$ cat src/rtl/mult_issue_queue_pkg.sv
// Shared types and defaults for the multiplier issue queue.
package mult_pkg;

    localparam int DEFAULT_WIDTH = 8;
    localparam int DEFAULT_DEPTH = 4;

    typedef enum logic [1:0] {
        IDLE  = 2'd0,
        ISSUE = 2'd1,
        BUSY  = 2'd2,
        DONE  = 2'd3
    } state_t;

    typedef struct packed {
        logic [DEFAULT_WIDTH-1:0] a;
        logic [DEFAULT_WIDTH-1:0] b;
    } op_pair_t;

endpackage

$ cat src/rtl/mult_issue_queue_if.sv
// Producer, multiplier and consumer handshakes of the issue queue.
interface mult_issue_queue_if import mult_pkg::*; #(
    parameter int WIDTH = DEFAULT_WIDTH
);
    logic [WIDTH-1:0]   op_a;
    logic [WIDTH-1:0]   op_b;
    logic               op_vld;
    logic               op_rdy;
    logic [WIDTH-1:0]   mul_a;
    logic [WIDTH-1:0]   mul_b;
    logic               mul_vld;
    logic [2*WIDTH-1:0] mul_res;
    logic               mul_rdy;
    logic [WIDTH-1:0]   out_a;
    logic [WIDTH-1:0]   out_b;
    logic [2*WIDTH-1:0] out_res;
    logic               out_vld;
    logic               out_rdy;
    logic               busy;

    // The issue queue itself.
    modport slave (
        input  op_a, op_b, op_vld, mul_res, mul_rdy, out_rdy,
        output op_rdy, mul_a, mul_b, mul_vld, out_a, out_b, out_res, out_vld, busy
    );

    // Whatever surrounds the queue: producer, multiplier and consumer.
    modport master (
        output op_a, op_b, op_vld, mul_res, mul_rdy, out_rdy,
        input  op_rdy, mul_a, mul_b, mul_vld, out_a, out_b, out_res, out_vld, busy
    );
endinterface

$ cat src/rtl/mult_op_fifo.sv
// Small synchronous FIFO holding operand pairs; head is visible combinationally.
module mult_op_fifo import mult_pkg::*; #(
    parameter type item_t = op_pair_t,
    parameter int  DEPTH  = DEFAULT_DEPTH,
    localparam int AW     = $clog2(DEPTH)
) (
    input  logic        clk,
    input  logic        rst,
    input  logic        push,
    input  item_t       wdata,
    input  logic        pop,
    output item_t       rdata,
    output logic [AW:0] count,
    output logic        full,
    output logic        empty
);
    item_t         mem [DEPTH];
    logic [AW-1:0] wr_ptr;
    logic [AW-1:0] rd_ptr;
    logic          do_push;
    logic          do_pop;

    assign full    = (count == (AW+1)'(DEPTH));
    assign empty   = (count == '0);
    assign do_push = push && !full;
    assign do_pop  = pop && !empty;
    assign rdata   = mem[rd_ptr];

    // Pointers wrap naturally because DEPTH is a power of two.
    always_ff @(posedge clk or posedge rst) begin
        if (rst) begin
            wr_ptr <= '0;
            rd_ptr <= '0;
            count  <= '0;
        end else begin
            if (do_push) wr_ptr <= wr_ptr + AW'(1);
            if (do_pop)  rd_ptr <= rd_ptr + AW'(1);
            case ({do_push, do_pop})
                2'b10:   count <= count + (AW+1)'(1);
                2'b01:   count <= count - (AW+1)'(1);
                default: count <= count;
            endcase
        end
    end

    // Storage needs no reset; the pointers define which entries are live.
    always_ff @(posedge clk) begin
        if (do_push) mem[wr_ptr] <= wdata;
    end
endmodule

$ cat src/rtl/mult_issue_queue.sv
// Feeds queued operand pairs to an external sequential multiplier and
// presents each product, with its operands, on a valid/ready output.
//
// state | meaning
// IDLE  | waiting for a queued pair and an idle multiplier; pops on exit
// ISSUE | single-cycle start pulse on mul_vld
// BUSY  | waiting for the multiplier to drop mul_rdy
// DONE  | waiting for mul_rdy and a free output register to capture
module mult_issue_queue import mult_pkg::*; #(
    parameter int WIDTH = DEFAULT_WIDTH,
    parameter int DEPTH = DEFAULT_DEPTH
) (
    input logic             clk,
    input logic             rst,
    mult_issue_queue_if.slave bus
);
    localparam int AW = $clog2(DEPTH);

    typedef struct packed {
        logic [WIDTH-1:0] a;
        logic [WIDTH-1:0] b;
    } pair_t;

    state_t             state;
    state_t             state_nxt;
    pair_t              fifo_in;
    pair_t              head;
    logic [AW:0]        fifo_count;
    logic               fifo_full;
    logic               fifo_empty;
    logic               pop;
    logic               capture;
    logic [WIDTH-1:0]   mul_a_q;
    logic [WIDTH-1:0]   mul_b_q;
    logic [WIDTH-1:0]   out_a_q;
    logic [WIDTH-1:0]   out_b_q;
    logic [2*WIDTH-1:0] out_res_q;
    logic               out_vld_q;

    assign fifo_in.a = bus.op_a;
    assign fifo_in.b = bus.op_b;

    mult_op_fifo #(
        .item_t (pair_t),
        .DEPTH  (DEPTH)
    ) u_fifo (
        .clk   (clk),
        .rst   (rst),
        .push  (bus.op_vld),
        .wdata (fifo_in),
        .pop   (pop),
        .rdata (head),
        .count (fifo_count),
        .full  (fifo_full),
        .empty (fifo_empty)
    );

    // State register.
    always_ff @(posedge clk or posedge rst) begin
        if (rst) state <= IDLE;
        else     state <= state_nxt;
    end

    // Next state, FIFO pop and output capture strobe.
    always_comb begin
        state_nxt = state;
        pop       = 1'b0;
        capture   = 1'b0;
        case (state)
            IDLE: begin
                if (!fifo_empty && bus.mul_rdy) begin
                    pop       = 1'b1;
                    state_nxt = ISSUE;
                end
            end
            ISSUE: state_nxt = BUSY;
            BUSY: begin
                if (!bus.mul_rdy) state_nxt = DONE;
            end
            DONE: begin
                if (bus.mul_rdy && (!out_vld_q || bus.out_rdy)) begin
                    capture   = 1'b1;
                    state_nxt = IDLE;
                end
            end
            default: state_nxt = IDLE;
        endcase
    end

    // Operands double as the tags of the job in flight; held until the next pop.
    always_ff @(posedge clk or posedge rst) begin
        if (rst) begin
            mul_a_q <= '0;
            mul_b_q <= '0;
        end else if (pop) begin
            mul_a_q <= head.a;
            mul_b_q <= head.b;
        end
    end

    // Output register: a capture in the handshake cycle keeps out_vld high.
    always_ff @(posedge clk or posedge rst) begin
        if (rst) begin
            out_a_q   <= '0;
            out_b_q   <= '0;
            out_res_q <= '0;
            out_vld_q <= 1'b0;
        end else if (capture) begin
            out_a_q   <= mul_a_q;
            out_b_q   <= mul_b_q;
            out_res_q <= bus.mul_res;
            out_vld_q <= 1'b1;
        end else if (out_vld_q && bus.out_rdy) begin
            out_vld_q <= 1'b0;
        end
    end

    assign bus.op_rdy  = !fifo_full;
    assign bus.mul_a   = mul_a_q;
    assign bus.mul_b   = mul_b_q;
    assign bus.mul_vld = (state == ISSUE);
    assign bus.out_a   = out_a_q;
    assign bus.out_b   = out_b_q;
    assign bus.out_res = out_res_q;
    assign bus.out_vld = out_vld_q;
    assign bus.busy    = (fifo_count != '0) || (state != IDLE) || out_vld_q;
endmodule

$ cat src/flat_wrapper.sv
// flat-port wrapper written by rule: the top's interface ports become plain ports
module mult_issue_queue_flat import mult_pkg::*;
#(
    parameter int WIDTH = DEFAULT_WIDTH,
    parameter int DEPTH = DEFAULT_DEPTH
)
  (clk, rst, bus_op_a, bus_op_b, bus_op_vld, bus_mul_res, bus_mul_rdy, bus_out_rdy, bus_op_rdy, bus_mul_a, bus_mul_b, bus_mul_vld, bus_out_a, bus_out_b, bus_out_res, bus_out_vld, bus_busy);
  mult_issue_queue_if #(.WIDTH(WIDTH)) bus_i ();
  input logic clk;
  input logic rst;
  input wire logic [$bits(bus_i.op_a)-1:0] bus_op_a;
  input wire logic [$bits(bus_i.op_b)-1:0] bus_op_b;
  input wire logic [$bits(bus_i.op_vld)-1:0] bus_op_vld;
  input wire logic [$bits(bus_i.mul_res)-1:0] bus_mul_res;
  input wire logic [$bits(bus_i.mul_rdy)-1:0] bus_mul_rdy;
  input wire logic [$bits(bus_i.out_rdy)-1:0] bus_out_rdy;
  output wire logic [$bits(bus_i.op_rdy)-1:0] bus_op_rdy;
  output wire logic [$bits(bus_i.mul_a)-1:0] bus_mul_a;
  output wire logic [$bits(bus_i.mul_b)-1:0] bus_mul_b;
  output wire logic [$bits(bus_i.mul_vld)-1:0] bus_mul_vld;
  output wire logic [$bits(bus_i.out_a)-1:0] bus_out_a;
  output wire logic [$bits(bus_i.out_b)-1:0] bus_out_b;
  output wire logic [$bits(bus_i.out_res)-1:0] bus_out_res;
  output wire logic [$bits(bus_i.out_vld)-1:0] bus_out_vld;
  output wire logic [$bits(bus_i.busy)-1:0] bus_busy;
  assign bus_i.op_a = bus_op_a;
  assign bus_i.op_b = bus_op_b;
  assign bus_i.op_vld = bus_op_vld;
  assign bus_i.mul_res = bus_mul_res;
  assign bus_i.mul_rdy = bus_mul_rdy;
  assign bus_i.out_rdy = bus_out_rdy;
  assign bus_op_rdy = bus_i.op_rdy;
  assign bus_mul_a = bus_i.mul_a;
  assign bus_mul_b = bus_i.mul_b;
  assign bus_mul_vld = bus_i.mul_vld;
  assign bus_out_a = bus_i.out_a;
  assign bus_out_b = bus_i.out_b;
  assign bus_out_res = bus_i.out_res;
  assign bus_out_vld = bus_i.out_vld;
  assign bus_busy = bus_i.busy;
  mult_issue_queue #(.WIDTH(WIDTH), .DEPTH(DEPTH)) u_core (.clk(clk), .rst(rst), .bus(bus_i));
endmodule
$ cat config.mk
export PLATFORM = sky130hd
export DESIGN_NAME = mult_issue_queue_flat
export DESIGN_NICKNAME = d
export VERILOG_FILES = /design/src/rtl/mult_issue_queue_pkg.sv /design/src/rtl/mult_issue_queue_if.sv /design/src/rtl/mult_op_fifo.sv /design/src/rtl/mult_issue_queue.sv /design/src/flat_wrapper.sv
export SDC_FILE = /design/constraint.sdc
export NUM_CORES = 1
export LEC_CHECK = 0
export BUFFER_PORTS_ARGS = -buffer_cell sky130_fd_sc_hd__buf_2
export CORE_ASPECT_RATIO = 0.9
export CORE_MARGIN = 2
export CORE_UTILIZATION = 54
export CTS_BUF_LIST = sky130_fd_sc_hd__clkbuf_16
export CTS_CLUSTER_DIAMETER = 60
export DETAILED_ROUTE_END_ITERATION = 6
export GPL_TIMING_DRIVEN = 0
export MAX_ROUTING_LAYER = met4
export PLACE_DENSITY_LB_ADDON = 0.05
export SLEW_MARGIN = 25
export SYNTH_ARGS = -nofsm -noshare
export SYNTH_HDL_FRONTEND = slang
export SYNTH_SLANG_ARGS = --single-unit
$ cat constraint.sdc
create_clock -name clk -period 2.9 [get_ports clk]
set_input_delay 0.145 -clock clk [delete_from_list [all_inputs] [get_ports clk]]
set_output_delay 0.145 -clock clk [all_outputs]
set_load 0.02 [all_outputs]
; ---- Word-level counts from Yosys, hierarchy flattened
; Memory sizes are Yosys's and may differ from the RTL's. A register that Yosys moved wholly into a read port is not among the register bits.
; Cells that the tools add are included.
[totals]
ff_bits = 42
latchBits = 0
ram_bits = 64
romBits = 0
input_bits = 37
out_inout_bits = 52
wordCells = 53
mem_count = 1
[memory_table]
columns = memory, words, width, rd, rd_clocked_by_memory_dff, write_ports, line_no
row1 = u_core.u_fifo.mem, 4, 16, 1, 1, 1, mult_op_fifo.sv:17  ; item_t mem [DEPTH];
[op_classes]
n_addsub = 4
multipliers = 0
div = 0
magnitude_cmp = 0
n_eq_ne = 9
shifts = 0
muxes = 13
n_bitwise = 0
reduce_logical = 18
[ops]
columns = cell, count
row1 = 1-bit two-way mux, 8
row2 = 2-bit case mux with 4 select lines, 1
row3 = 2-bit == test (second input constant), 3
row4 = 2-bit two-way mux, 3
row5 = 3-bit case mux with 2 select lines, 1
row6 = 2-bit nonzero test, 3
row7 = 1-bit logical AND, 5
row8 = 2-bit by 1-bit adder with 2-bit output (second input constant), 2
row9 = 2-bit by 1-bit == test with 1-bit output (second input constant), 2
row10 = 2-bit by 1-bit != test with 1-bit output (second input constant), 2
row11 = 3-bit by 1-bit adder with 3-bit output (second input constant), 1
row12 = 3-bit == test (second input constant), 1
row13 = 1-bit logical NOT, 3
row14 = 3-bit logical NOT, 1
row15 = 1-bit logical OR, 3
row16 = 3-bit AND reduction, 1
row17 = 3-bit nonzero test, 1
row18 = 3-bit by 1-bit subtractor with 3-bit output (second input constant), 1
row19 = 2-bit logical NOT, 1
row20 = 2-bit != test (second input constant), 1

; ---- Logic depth before layout (Yosys ltp)
; Gate-level depths: netlist of run 1.
[depth]
depth_word = 8
depth_mapped = 11
mapped_depth_nobuf = 10

; ---- Cells and area by module
; Synthesis of run 1 repeated with hierarchy kept, for this count alone.
[hier_totals]
hier_cells = 282
area_unflattened_um2 = 4840.9
[modules_own_cells]
columns = mod, instances, cells_each, area_per_inst_um2, seq_area_each_um2
row1 = mult_op_fifo, 1, 122, 2778.9, 2097.0
row2 = mult_issue_queue, 1, 160, 2062.0, 1276.2

; ---- Worst setup path before layout of run 1
; Ideal clock, no wire load.
[synth_path]
path_type = register to register
start = register u_core.state[0]
end = register u_core.u_fifo.count[2]
arrival_ps = 2071
slack_ps = 750
stages_incl_launch_ff = 12
n_path_buf = 2
path_cell_list = dfrtp_1 -> inv_1 -> ha_1 -> and3_4 -> buf_6 -> buf_12 -> ha_1 -> inv_1 -> fa_1 -> xor2_1 -> nor2_1 -> xor2_1
[synth_via]
elab_chain_len = 5
elab_cells_between_ends = 7
cone_classes = 2 x eq/ne / 2 x mux / 3 x reduce/logical
[synth_rtl]
columns = item, line_no
row1 = start: declaration, mult_issue_queue.sv:24  ; state_t state;
row2 = start signal: assignment, mult_issue_queue.sv:61  ; else state <= state_nxt;
row3 = 2-bit logical NOT *, mult_issue_queue.sv:69  ; case (state)
row4 = 1-bit two-way mux *, mult_issue_queue.sv:69
row5 = 1-bit logical AND *, mult_op_fifo.sv:26  ; assign do_pop = pop && !empty;
row6 = named net u_core.u_fifo.do_pop, mult_op_fifo.sv:21  ; logic do_pop;
row7 = 2-bit by 1-bit == test with 1-bit output / 2-bit == test (equally long branches), mult_op_fifo.sv:38  ; case ({do_push, do_pop})
row8 = 3-bit case mux with 2 select lines / 2-bit nonzero test (equally long branches), -
row9 = end signal: assignment, mult_op_fifo.sv:39  ; 2'b10: count <= count + (AW+1)'(1);
row10 = end signal: assignment, mult_op_fifo.sv:40  ; 2'b01: count <= count - (AW+1)'(1);
row11 = end signal: assignment, mult_op_fifo.sv:41  ; default: count <= count;
row12 = end: declaration, mult_op_fifo.sv:13  ; output logic [AW:0] count,
; Mark *: on every way through the listed nets, which the timed path passes. The rest lies on a longest branch.
; A chain may end at the register's enable or synchronous reset.

; ---- Worst setup path after layout of run 1
; Ends and elaborated chain as after synthesis.

==> results by group, run 1 <==
Worst setup path
  – CP top delay family: adder cells
  – CP max stage delay: 0.40 ns
  – CP required: approximately 3.2 ns
  – Crit-path cells: inv_1 -> ha_1 -> and3_4 -> buf_6 -> buf_12 -> ha_1 -> inv_1 -> fa_1 -> xor2_1 -> nor2_1 -> xor2_1
  – CP Capture Type: flip-flop
  – Slowest CP cell: dfrtp_1
  – CP bufs+invs: 4
  – Critical path peak fanout: 10
  – CP arrival: approximately 2.7 ns
  – Setup CP Type: reg2reg
  – Crit start category: flip-flop

Floorplanning
  – Die height: just over 90 um
  – Starting density of the core: 0.5549
  – Horiz. Die Dim: 102.9 um
  – Row cnt: 32
  – Die ar.: approximately 0.0096 mm2
  – IO Pins: just under 90
  – Core area: 0.008568 mm2

Routing
  – DRC viols: 0
  – Vias: approximately 2.6k
  – DR pass1 iterations: 4
  – Drt wl/cell: between 15 and 20 um
  – DRT iter0 DRCs: 84
  – Via density: 4.983
  – Routed wire length: about 8500 um
  – Antenna Nets Post-Route: 0

Cells and area
  – Filler-free cell count of the finished design: around 520
  – Final nets: between 400 and 500
  – Layout cells sized above 1: 0.4950
  – Filler cell count: 573
  – Area grow syn2layout: 31.47%
  – Diodes inserted: 0

Timing
  – Min Tclk post-route: 2.331 ns
  – Clk_skew: between 0.007 and 0.008 ns
  – Fin. max-slew vios: 0
  – Rel. slew slack: 0.4083
  – Final hold viol count: 0
  – Final setup viols: 0
  – Fin Hold WS: ~0.060 ns
  – Max Clock Freq: 0.4290 GHz
  – Final Cycle Share: 0.8038
  – TNS Setup: 0 ns
  – Slew @ Worst Pin: approximately 0.9 ns
  – RSZ-0062 raised after global routing: false

Placed design
  – HPWL after DPL: ~5300 um
  – RD Place Congestion: approximately 0.8
  – # port buffers: 88
  – Placed Cells: between 400 and 500

Global routing
  – GR Overflow Total: 0
  – Tot GR Track Use: 0.2036
  – Vias in the first global route: approximately 2.6k
  – Pin count of the biggest net entering global routing: 37
  – First-pass GRT wire length: roughly 14000 um
  – Initial antenna violation count: 0

CTS
  – Maximum clock insertion buffer count: 2
  – Num CTS Buffers: 17
  – Post-CTS setup buffers: 0
  – Clk sinks: between 100 and 150
  – Worst-skew pair later-pin latency: 0.40 ns
  – CTS tree: done
  – Root buffer selected by CTS: clkbuf_16
  – Worst-path clk slew: ~0.050 ns
  – H-tree depth: 4

Min path
  – Min-delay worst type: in2reg

Job
  – Max Cap Viol: 0

Synth
  – Count of flip-flops with a built-in enable after synthesis: 64
  – Cell with the most instances after synthesis: edfxtp_1
  – Synthesized cell area: ~0.0048 mm2
  – Sequential cell area fraction in the yosys report: 0.7095
  – Share of the synthesized area in the top cell type: 0.4042
  – Syn_area_per_cell: between 15 and 20 um2
  – Synth area leader: edfxtp_1
  – Yosys reg bits: around 120
  – Cell variety after synth: 27
  – Synth async-reset ratio: 0.4754
  – Syn. warnings: 0
  – Synth cell count leaders: edfxtp_1, dfrtp_1, mux2_2
  – Post-Synthesis Net Count: 292
  – Main synth FF type: edfxtp_1
  – Mapped Cells: roughly 240
  – Top cells by area, synth: edfxtp_1, dfrtp_1, mux2_2

Status
  – Status: finished clean

Power
  – VDD IR-drop max: approximately 530 uV
  – PD cells: 1134 mW/mm2
  – Static Leak: 2.625 nW
-- per-stage QoR --
step                setup slack, ns  power [mW]  utilization  cell area, um2
floorplan                    0.7502       4.429            -            4755
global placement             0.5901       5.115       0.6237            5344
detailed placement           0.5749       5.180       0.6263            5366
CTS                          0.5486       7.168       0.7296            6251
global route                 0.3831       7.500       0.7296            6251
finish                       0.5690       7.090       0.7296            6251
-- routing by layer --
metal / global-route usage / share of wire / vias up / wire length, um
met5: - / 0 / - / 0
met4: 0.08882 / 0.0077 / 0 / 66
met3: 0.06054 / 0.060 / 5 / 512
met2: 0.3019 / 0.48 / 74 / 4086
met1: 0.2642 / 0.45 / 1292 / 3879
li1: - / - / 1205 / -
-- where the power goes --
group	switching, mW	total, mW	internal (mW)
clock	0.761	1.94	1.17
sequential	0.278	2.74	2.46
combinational	1.29	2.42	1.13
-- cells in the final DEF, fill, tap and decap left out, types with 2 or more instances in the layout --
| cell | Yosys | routed |
|---|---|---|
| edfxtp_1 | 64 | 64 |
| mux2_4 | 7 | 7 |
| and3_1 | 4 | 4 |
| mux4_2 | 16 | 16 |
| xor2_1 | 3 | 3 |
| buf_2 | 4 | 92 |
| clkinvlp_4 | 0 | 5 |
| mux2_2 | 43 | 43 |
| ha_1 | 10 | 10 |
| nand2_1 | 5 | 5 |
| inv_6 | 0 | 2 |
| buf_4 | 2 | 2 |
| inv_1 | 9 | 9 |
| xnor2_1 | 3 | 3 |
| nand3_1 | 2 | 2 |
| clkbuf_16 | 0 | 17 |
| nor2_1 | 2 | 2 |
| clkinv_2 | 0 | 2 |
| dlygate4sd3_1 | 0 | 33 |
| dfrtp_1 | 58 | 58 |
| buf_12 | 1 | 2 |
| clkinv_4 | 0 | 3 |
-- registers in the layout, indices dropped and copies added, names as in the netlist --
signal and flops:
u_core.u_fifo.mem 64, u_core.bus.out_res 16, u_core.bus.mul_a 8, u_core.bus.mul_b 8, u_core.bus.out_a 8, u_core.bus.out_b 8
u_core.u_fifo.count 3, u_core.state 2, u_core.u_fifo.rd_ptr 2, u_core.u_fifo.wr_ptr 2, u_core.bus.out_vld 1
-- timing repair --
item / in CTS / in global routing
endpoints found under the hold margin: 102 / 0
resized for setup: 0 / 0
hold buffers: 33 / 0
-- worst reg2reg max path: cells and delay by family, from the launching register on --
kind / cells / cell delay, ns
XOR/XNOR: 2 / 0.29
flip-flops: 1 / 0.40
adder cells (fa/ha/maj): 3 / 0.76
AND/OR/NAND/NOR: 2 / 0.31
buffers and inverters: 4 / 0.50
-- path summary, 6_finish.rpt --
check | end | startpoint | cells past startpoint | slack (ns)
min in group asynchronous | u_core.bus.out_res[2] | rst | 3 | 0.25
worst min register to register | u_core.bus.out_a[4] | u_core.bus.out_a[4] | 1 | 0.50
worst min-delay path | u_core.bus.out_vld | bus_out_rdy | 3 | 0.06
worst max-delay path | u_core.u_fifo.count[2] | u_core.state[0] | 11 | 0.57
max in group asynchronous | u_core.u_fifo.count[0] | rst | 4 | 2.16
worst max register to register | u_core.u_fifo.count[2] | u_core.state[0] | 11 | 0.57
-- final cells by class --
cell class	count	area, um2	share of cell area
Buffer	9	70.07	0.01121
Clock inverter	15	128.9	0.02062
Multi-Input combinational cell	104	1277	0.2044
Clock buffer	17	425.4	0.06805
Tap cell	119	148.9	0.02382
Inverter	9	36.28	0.005805
Timing Repair Buffer	122	790.8	0.1265
Sequential cell	122	3373	0.5396
-- logic make-up after synthesis --
family	Yosys count	synth area share
xor gates and xnor gates	6	0.01105
AOI/OAI and AO/OA	2	0.003157
adders and majority gates	11	0.03053
DFF	122	0.7095
muxes	67	0.2018
and+or+nand+nor	18	0.02211
buffers and inverters	18	0.02184
No activity file was read; power rests on OpenSTA's default activity.
==> run 2, diff against run 1 <==
==> constraint.sdc (replaced) <==
create_clock -name clk -period 2.4 [get_ports clk]
set_input_delay 0.12 -clock clk [delete_from_list [all_inputs] [get_ports clk]]
set_output_delay 0.12 -clock clk [all_outputs]
set_load 0.02 [all_outputs]
==> run 2 against run 1 <==
Net effect:
- clock skew is essentially flat
- sequential share of layout area shrank 0.14 points
- clock-buffer cell count is the same
- cell area grew 0.26%
- fmax grew 4.9%
- core utilization grew 0.19 points
- combinational power grew 22%
- clock power grew 21%
- setup slack lost 0.39 ns
- sequential cell count is the same
==> results by group, run 2 (synthesized netlist as in run 1, its figures left out) <==
Status
  – Status: finished clean

Worst setup path
  – Worst R2R Start: u_core.state[0]
  – CP arrival: between 2 and 3 ns
  – Crit-path cells: inv_2 -> ha_2 -> and3_4 -> buf_12 -> buf_12 -> ha_2 -> inv_1 -> fa_2 -> xor2_1 -> nor2_1 -> xor2_1
  – Setup CP Type: reg2reg
  – CP required: ~2.7 ns
  – Critical path peak fanout: 10
  – Setup crit start: u_core.state[0]
  – Crit start category: flip-flop
  – Slowest CP cell: dfrtp_1
  – CP Capture Type: flip-flop
  – CP top delay family: adder cells
  – CP max stage delay: roughly 0.40 ns
  – CP bufs+invs: 4

Routing
  – Routed met3 length: 507 um
  – Drt wl/cell: around 17 um
  – Via density: about 5
  – DRT iter0 DRCs: 81
  – Vias: between 2k and 3k
  – DRC viols: 0
  – DR pass1 iterations: 4
  – Antenna Nets Post-Route: 0
  – Met2 routed WL: 4126 um
  – Met1 wire length: between 3000 and 4000 um
  – Routed wire length: approximately 8600 um
  – Highest Signal Layer: met4

Cells and area
  – Largest register FFs: between 60 and 70
  – Final instance area: around 0.0063 mm2
  – Filler-free cell count of the finished design: around 520
  – Final nets: between 400 and 500
  – Commonest non-fill, non-tap cells in the layout: buf_2, edfxtp_1, dfrtp_1
  – Diodes inserted: 0
  – Most common cell after layout, fill and taps aside: buf_2
  – Largest reg by FF count: u_core.u_fifo.mem
  – Area grow syn2layout: 31.82%
  – Layout cells sized above 1: 0.5075
  – Final Core Density: 0.7315

Timing
  – TNS Setup: 0 ns
  – Fin Hold WS: between 0.03 and 0.04 ns
  – Final Cycle Share: 0.9263
  – Final hold viol count: 0
  – Slew @ Worst Pin: 0.8824 ns
  – RSZ-0062 raised after global routing: false
  – Max Clock Freq: roughly 0.45 GHz
  – Fin. max-slew vios: 0
  – Final setup viols: 0
  – Min Tclk post-route: about 2.2 ns
  – Rel. slew slack: 0.4118
  – Clk_skew: ~0.0083 ns

CTS
  – Num CTS Buffers: 17
  – CTS tree: done
  – Worst-path clk slew: 0.05 ns
  – Root buffer selected by CTS: clkbuf_16
  – Clk sinks: 122
  – Maximum clock insertion buffer count: 2
  – Worst-skew pair later-pin latency: just over 0.4 ns
  – H-tree depth: 4

Floorplanning
  – IO Pins: 89
  – Core area: roughly 0.0086 mm2
  – Row cnt: 32
  – Die height: a little over 90 um
  – Die ar.: 0.009573 mm2
  – Starting density of the core: 0.5549
  – Horiz. Die Dim: 102.9 um

Global routing
  – Pin count of the biggest net entering global routing: 37
  – Vias in the first global route: 2644
  – Initial antenna violation count: 0
  – First-pass GRT wire length: 13570 um
  – Tot GR Track Use: 0.2036
  – GR Overflow Total: 0

Power
  – Static Leak: approximately 2.6 nW
  – Int Pwr: between 5 and 6 mW
  – Comb pwr share: 0.343
  – PD cells: between 1000 and 1500 mW/mm2
  – Flop pwr share: 0.385
  – Net Sw Power: around 2.8 mW
  – Clock power frac: 0.273
  – Net Sw Frac: 0.3292
  – VDD IR-drop max: about 640 uV

Placed design
  – RD Place Congestion: roughly 0.79
  – HPWL after DPL: roughly 5300 um
  – Placed Cells: approximately 450
  – Placed instance area: about 0.0054 mm2
  – # port buffers: 88

Min path
  – Min-delay worst type: in2reg
  – Worst Hold Launch: bus_out_rdy

Job
  – Max Cap Viol: 0
[run 2: worst paths after layout]
kind | to | slack [ns] | depth (start not counted)
min | u_core.bus.out_vld | 0.04 | 3
min reg2reg | u_core.bus.out_a[4] | 0.50 | 1
max | u_core.u_fifo.count[2] | 0.18 | 11
max reg2reg | u_core.u_fifo.count[2] | 0.18 | 11
max in group asynchronous | u_core.bus.out_res[4] | 1.69 | 4
min in group asynchronous | u_core.bus.out_res[2] | 0.22 | 3
[run 2: metrics by stage]
stage	worst slack (ns)	power, mW
floorplan	0.2502	5.351
global placement	0.09009	6.181
detailed placement	0.07485	6.259
CTS	0.04863	8.661
global route	0.02590	9.090
finish	0.1770	8.596
[run 2: layout make-up]
| type | instances | area [um2] |
|---|---|---|
| multi-input combinational | 104 | 1285 |
| inverter | 9 | 36.28 |
| fill | 570 | 2301 |
| clock buffer | 17 | 425.4 |
| clock inverter | 15 | 128.9 |
| sequential | 122 | 3373 |
| buffer | 9 | 78.83 |
| timing repair buffer | 122 | 790.8 |
| tap | 119 | 148.9 |
[run 2: routing by layer]
metal  global-route usage  vias up
met1               0.2642     1294
met5                    -        -
met4              0.08882        0
met2               0.3019       81
met3              0.06054        7
li1                     -     1208
[run 2: timing repair]
| action | 4_1_cts | 5_1_grt |
|---|---|---|
| resized for setup | 0 | 7 |
| endpoints found under the hold margin | 138 | 0 |
| endpoints found under the setup margin | 0 | 1 |
| hold buffers | 33 | 0 |
| buffers inserted | 0 | 0 |
[run 2: power by group through the flow]
stage / clock network [mW] / registers [mW] / logic [mW]
6_report: 2.34 / 3.31 / 2.95
5_1_grt: 2.48 / 3.41 / 3.20
4_1_cts: 2.38 / 3.31 / 2.97
3_5_place_dp: 0 / 3.35 / 2.91
3_3_place_gp: 0 / 3.31 / 2.87
2_1_floorplan: 0 / 3.81 / 1.54
[run 2: worst register-to-register path: stages, from the launching register on]
cell and delay [ns]:
dfrtp_1 0.40, inv_2 0.10, ha_2 0.19, and3_4 0.20, buf_12 0.13, buf_12 0.14
ha_2 0.19, inv_1 0.05, fa_2 0.33, xor2_1 0.14, nor2_1 0.13, xor2_1 0.14
==> run 3, diff against run 2 <==
--- a/config.mk
+++ b/config.mk
@@ -5,10 +5,11 @@
 export SDC_FILE = /design/constraint.sdc
 export NUM_CORES = 1
 export LEC_CHECK = 0
+export ABC_AREA = 1
 export BUFFER_PORTS_ARGS = -buffer_cell sky130_fd_sc_hd__buf_2
 export CORE_ASPECT_RATIO = 0.9
 export CORE_MARGIN = 2
-export CORE_UTILIZATION = 54
+export CORE_UTILIZATION = 40
 export CTS_BUF_LIST = sky130_fd_sc_hd__clkbuf_16
 export CTS_CLUSTER_DIAMETER = 60
 export DETAILED_ROUTE_END_ITERATION = 6
==> run 3 against run 2 <==
Net effect:
- via count grew 33%
- clock-buffer cell count is the same
- final cell count grew 49%
- wire length grew 27%
- combinational power grew 14%
==> results by group, run 3 <==
Synth
  – Syn_area_per_cell: 11.39 um2
  – Post-Synthesis Net Count: around 500
  – Synth cell count leaders: nand2_1, edfxtp_1, dfrtp_1
  – Synth async-reset ratio: 0.4754
  – Count of flip-flops with a built-in enable after synthesis: between 60 and 70
  – Sequential cell area fraction in the yosys report: 0.6613
  – Mapped Cells: around 450
  – Syn. warnings: 0
  – Cell with the most instances after synthesis: nand2_1
  – Share of the synthesized area in the top cell type: 0.3767
  – Yosys reg bits: approximately 120
  – Synth area leader: edfxtp_1
  – Top cells by area, synth: edfxtp_1, dfrtp_1, nand2_1
  – Synthesized cell area: 0.005101 mm2
  – Main synth FF type: edfxtp_1
  – Cell variety after synth: 25

Routing
  – DRC viols: 0
  – Routed wire length: around 11000 um
  – DR pass1 iterations: 4
  – Antenna Nets Post-Route: 0
  – Vias: approximately 3.5k
  – DRT iter0 DRCs: about 160
  – Drt wl/cell: 14.03 um
  – Via density: approximately 4.5

Timing
  – RSZ-0062 raised after global routing: false
  – Clk_skew: between 0.005 and 0.006 ns
  – Slew @ Worst Pin: roughly 0.66 ns
  – Rel. slew slack: 0.5566
  – Max Clock Freq: 0.4478 GHz
  – Fin Hold WS: ~0.11 ns
  – Fin. max-slew vios: 0
  – Final worst slack: 0.1669 ns
  – Final hold viol count: 0
  – Final setup viols: 0
  – Final Cycle Share: 0.9304
  – Min Tclk post-route: between 2 and 2.5 ns
  – TNS Setup: 0 ns

Cells and area
  – Largest register FFs: 64
  – Final Core Density: 0.5366
  – Final instance area: a little under 0.007 mm2
  – Diodes inserted: 0
  – Multi-input combinational cell area: roughly 0.0014 mm2
  – Filler-free cell count of the finished design: between 700 and 800
  – Final nets: roughly 640
  – Layout cells sized above 1: 0.3174
  – Most common cell after layout, fill and taps aside: buf_2
  – Area grow syn2layout: 32.43%
  – Commonest non-fill, non-tap cells in the layout: buf_2, nand2_1, edfxtp_1
  – Largest reg by FF count: u_core.u_fifo.mem
  – Sequential cell area: approximately 0.0034 mm2
  – Filler cell count: about 1.2k

Global routing
  – Pin count of the biggest net entering global routing: 47
  – Met3 Usage GRT: 0.06379
  – Initial antenna violation count: 0
  – First-pass GRT wire length: approximately 18000 um
  – M1 GR Usage: 0.2327
  – Tot GR Track Use: 0.1781
  – Busiest grt layer: met2
  – GR Layer Usage met2: 0.2637
  – GR Overflow Total: 0
  – Vias in the first global route: ~3.5k

CTS
  – Clk sinks: 122
  – Worst-skew pair later-pin latency: ~0.41 ns
  – H-tree depth: 4
  – Worst-path clk slew: about 0.05 ns
  – CTS tree: done
  – Root buffer selected by CTS: clkbuf_16
  – Num CTS Buffers: 17
  – Maximum clock insertion buffer count: 2

Placed design
  – Placed Cells: between 700 and 800
  – Setup WS pre-CTS: 0.04582 ns
  – Placed instance area: slightly below 0.006 mm2
  – RD Place Congestion: between 0.7 and 0.8
  – HPWL after DPL: ~7300 um
  – # port buffers: between 80 and 90

Worst setup path
  – Worst R2R Start: u_core.state[1]
  – Flop-to-flop setup slack: ~0.17 ns
  – Critical path peak fanout: 10
  – Reg2reg end: u_core.u_fifo.count[2]
  – Crit start category: flip-flop
  – CP Capture Type: flip-flop
  – Setup CP Type: reg2reg
  – CP required: about 2.7 ns
  – CP arrival: between 2 and 3 ns
  – R2r worst-path depth: 11

Power
  – Net Sw Power: 3.339 mW
  – Flop pwr share: 0.360
  – Static Leak: ~3.1 nW
  – Net Sw Frac: 0.3691
  – VDD IR-drop max: roughly 600 uV
  – Int Pwr: around 5.7 mW
  – PD cells: approximately 1300 mW/mm2
  – Tot Pwr: approximately 9.0 mW
  – Comb pwr share: 0.372
  – Clock power frac: 0.267

Status
  – Status: finished clean

Min path
  – Min-delay worst type: in2reg
  – Min-Delay Endpoint: u_core.u_fifo.rd_ptr[0]
  – Worst Hold Depth: 3
  – Worst Hold Launch: bus_mul_rdy

Job
  – Max Cap Viol: 0

Floorplanning
  – IO Pins: 89
  – Die ar.: 0.01367 mm2
  – Core area: around 0.013 mm2
  – Horiz. Die Dim: between 100 and 150 um
  – Die height: roughly 110 um
  – Starting density of the core: 0.4052
  – Row cnt: 39
-- run 3: cell count changes in the layout (fill, tap and decap cells not counted), sizes merged, moves of 2 or more --
cell | before | now
inv | 12 | 51
nor2 | 2 | 53
mux4 | 16 | 0
a21oi | 0 | 3
nand3 | 2 | 7
buf | 97 | 112
mux2 | 50 | 0
clkinv | 6 | 11
xnor2 | 3 | 1
o21ai | 1 | 83
clkinvlp | 5 | 0
bufinv | 1 | 3
nand2 | 5 | 94
and3 | 5 | 0
-- run 3: critical path, stage by stage (launching register included) --
cell	delay (ns)
dfrtp_1	0.42
inv_1	0.12
ha_2	0.22
nand3_4	0.13
clkinv_4	0.11
buf_6	0.13
ha_1	0.14
inv_1	0.06
fa_1	0.37
a21oi_1	0.14
o21ai_0	0.11
xor2_1	0.15
-- run 3: metal layers --
layer	part of all wire	vias up
li1	-	1769
met1	0.47	1583
met2	0.46	95
met3	0.064	7
met4	0.0064	0
met5	0	-
-- run 3: worst max path at each step --
| stage | startpoint | to | depth (start not counted) |
|---|---|---|---|
| finish | u_core.state[1] | u_core.u_fifo.count[2] | 11 |
| global route | u_core.state[1] | u_core.u_fifo.count[2] | 11 |
| CTS | u_core.state[1] | u_core.u_fifo.count[2] | 11 |
| detailed placement | u_core.state[1] | u_core.u_fifo.count[2] | 11 |
| global placement | u_core.u_fifo.count[0] | u_core.u_fifo.mem[3][3] | 4 |
| floorplan | u_core.state[0] | u_core.u_fifo.count[2] | 11 |
-- run 3: power by group through the flow --
stage	Clock, mW	Sequential (mW)	Combinational, mW
after detailed placement	0	3.30	3.38
after global routing	2.58	3.36	3.79
after global placement	0	3.28	3.26
after CTS	2.48	3.27	3.43
after floorplan	0	3.73	1.80
final	2.42	3.26	3.37
-- run 3: layout make-up --
class | instances | share of cell area
sequential | 122 | 0.4994
clock buffer | 17 | 0.06297
tap | 164 | 0.03038
clock inverter | 15 | 0.02074
timing repair buffer | 128 | 0.1285
buffer | 19 | 0.02315
multi-input combinational | 257 | 0.2056
inverter | 50 | 0.02926
-- run 3: repair_timing --
item,CTS,global route
hold buffers,34,0
hold endpoints to repair,139,0
setup endpoints to repair,0,1
resized for setup,0,1
setup buffers,0,1
-- run 3: kinds of logic (layout without fill, tap and decap cells) --
| group | after synthesis | count (layout) | share of synthesized area |
|---|---|---|---|
| AO/OA/AOI/OAI | 86 | 86 | 0.1013 |
| XOR/XNOR | 4 | 4 | 0.006869 |
| adder cells (fa/ha/maj) | 11 | 11 | 0.02845 |
| buffers and inverters | 69 | 229 | 0.06892 |
| flip-flops | 122 | 122 | 0.6613 |
| AND/OR/NAND/NOR | 156 | 156 | 0.1332 |
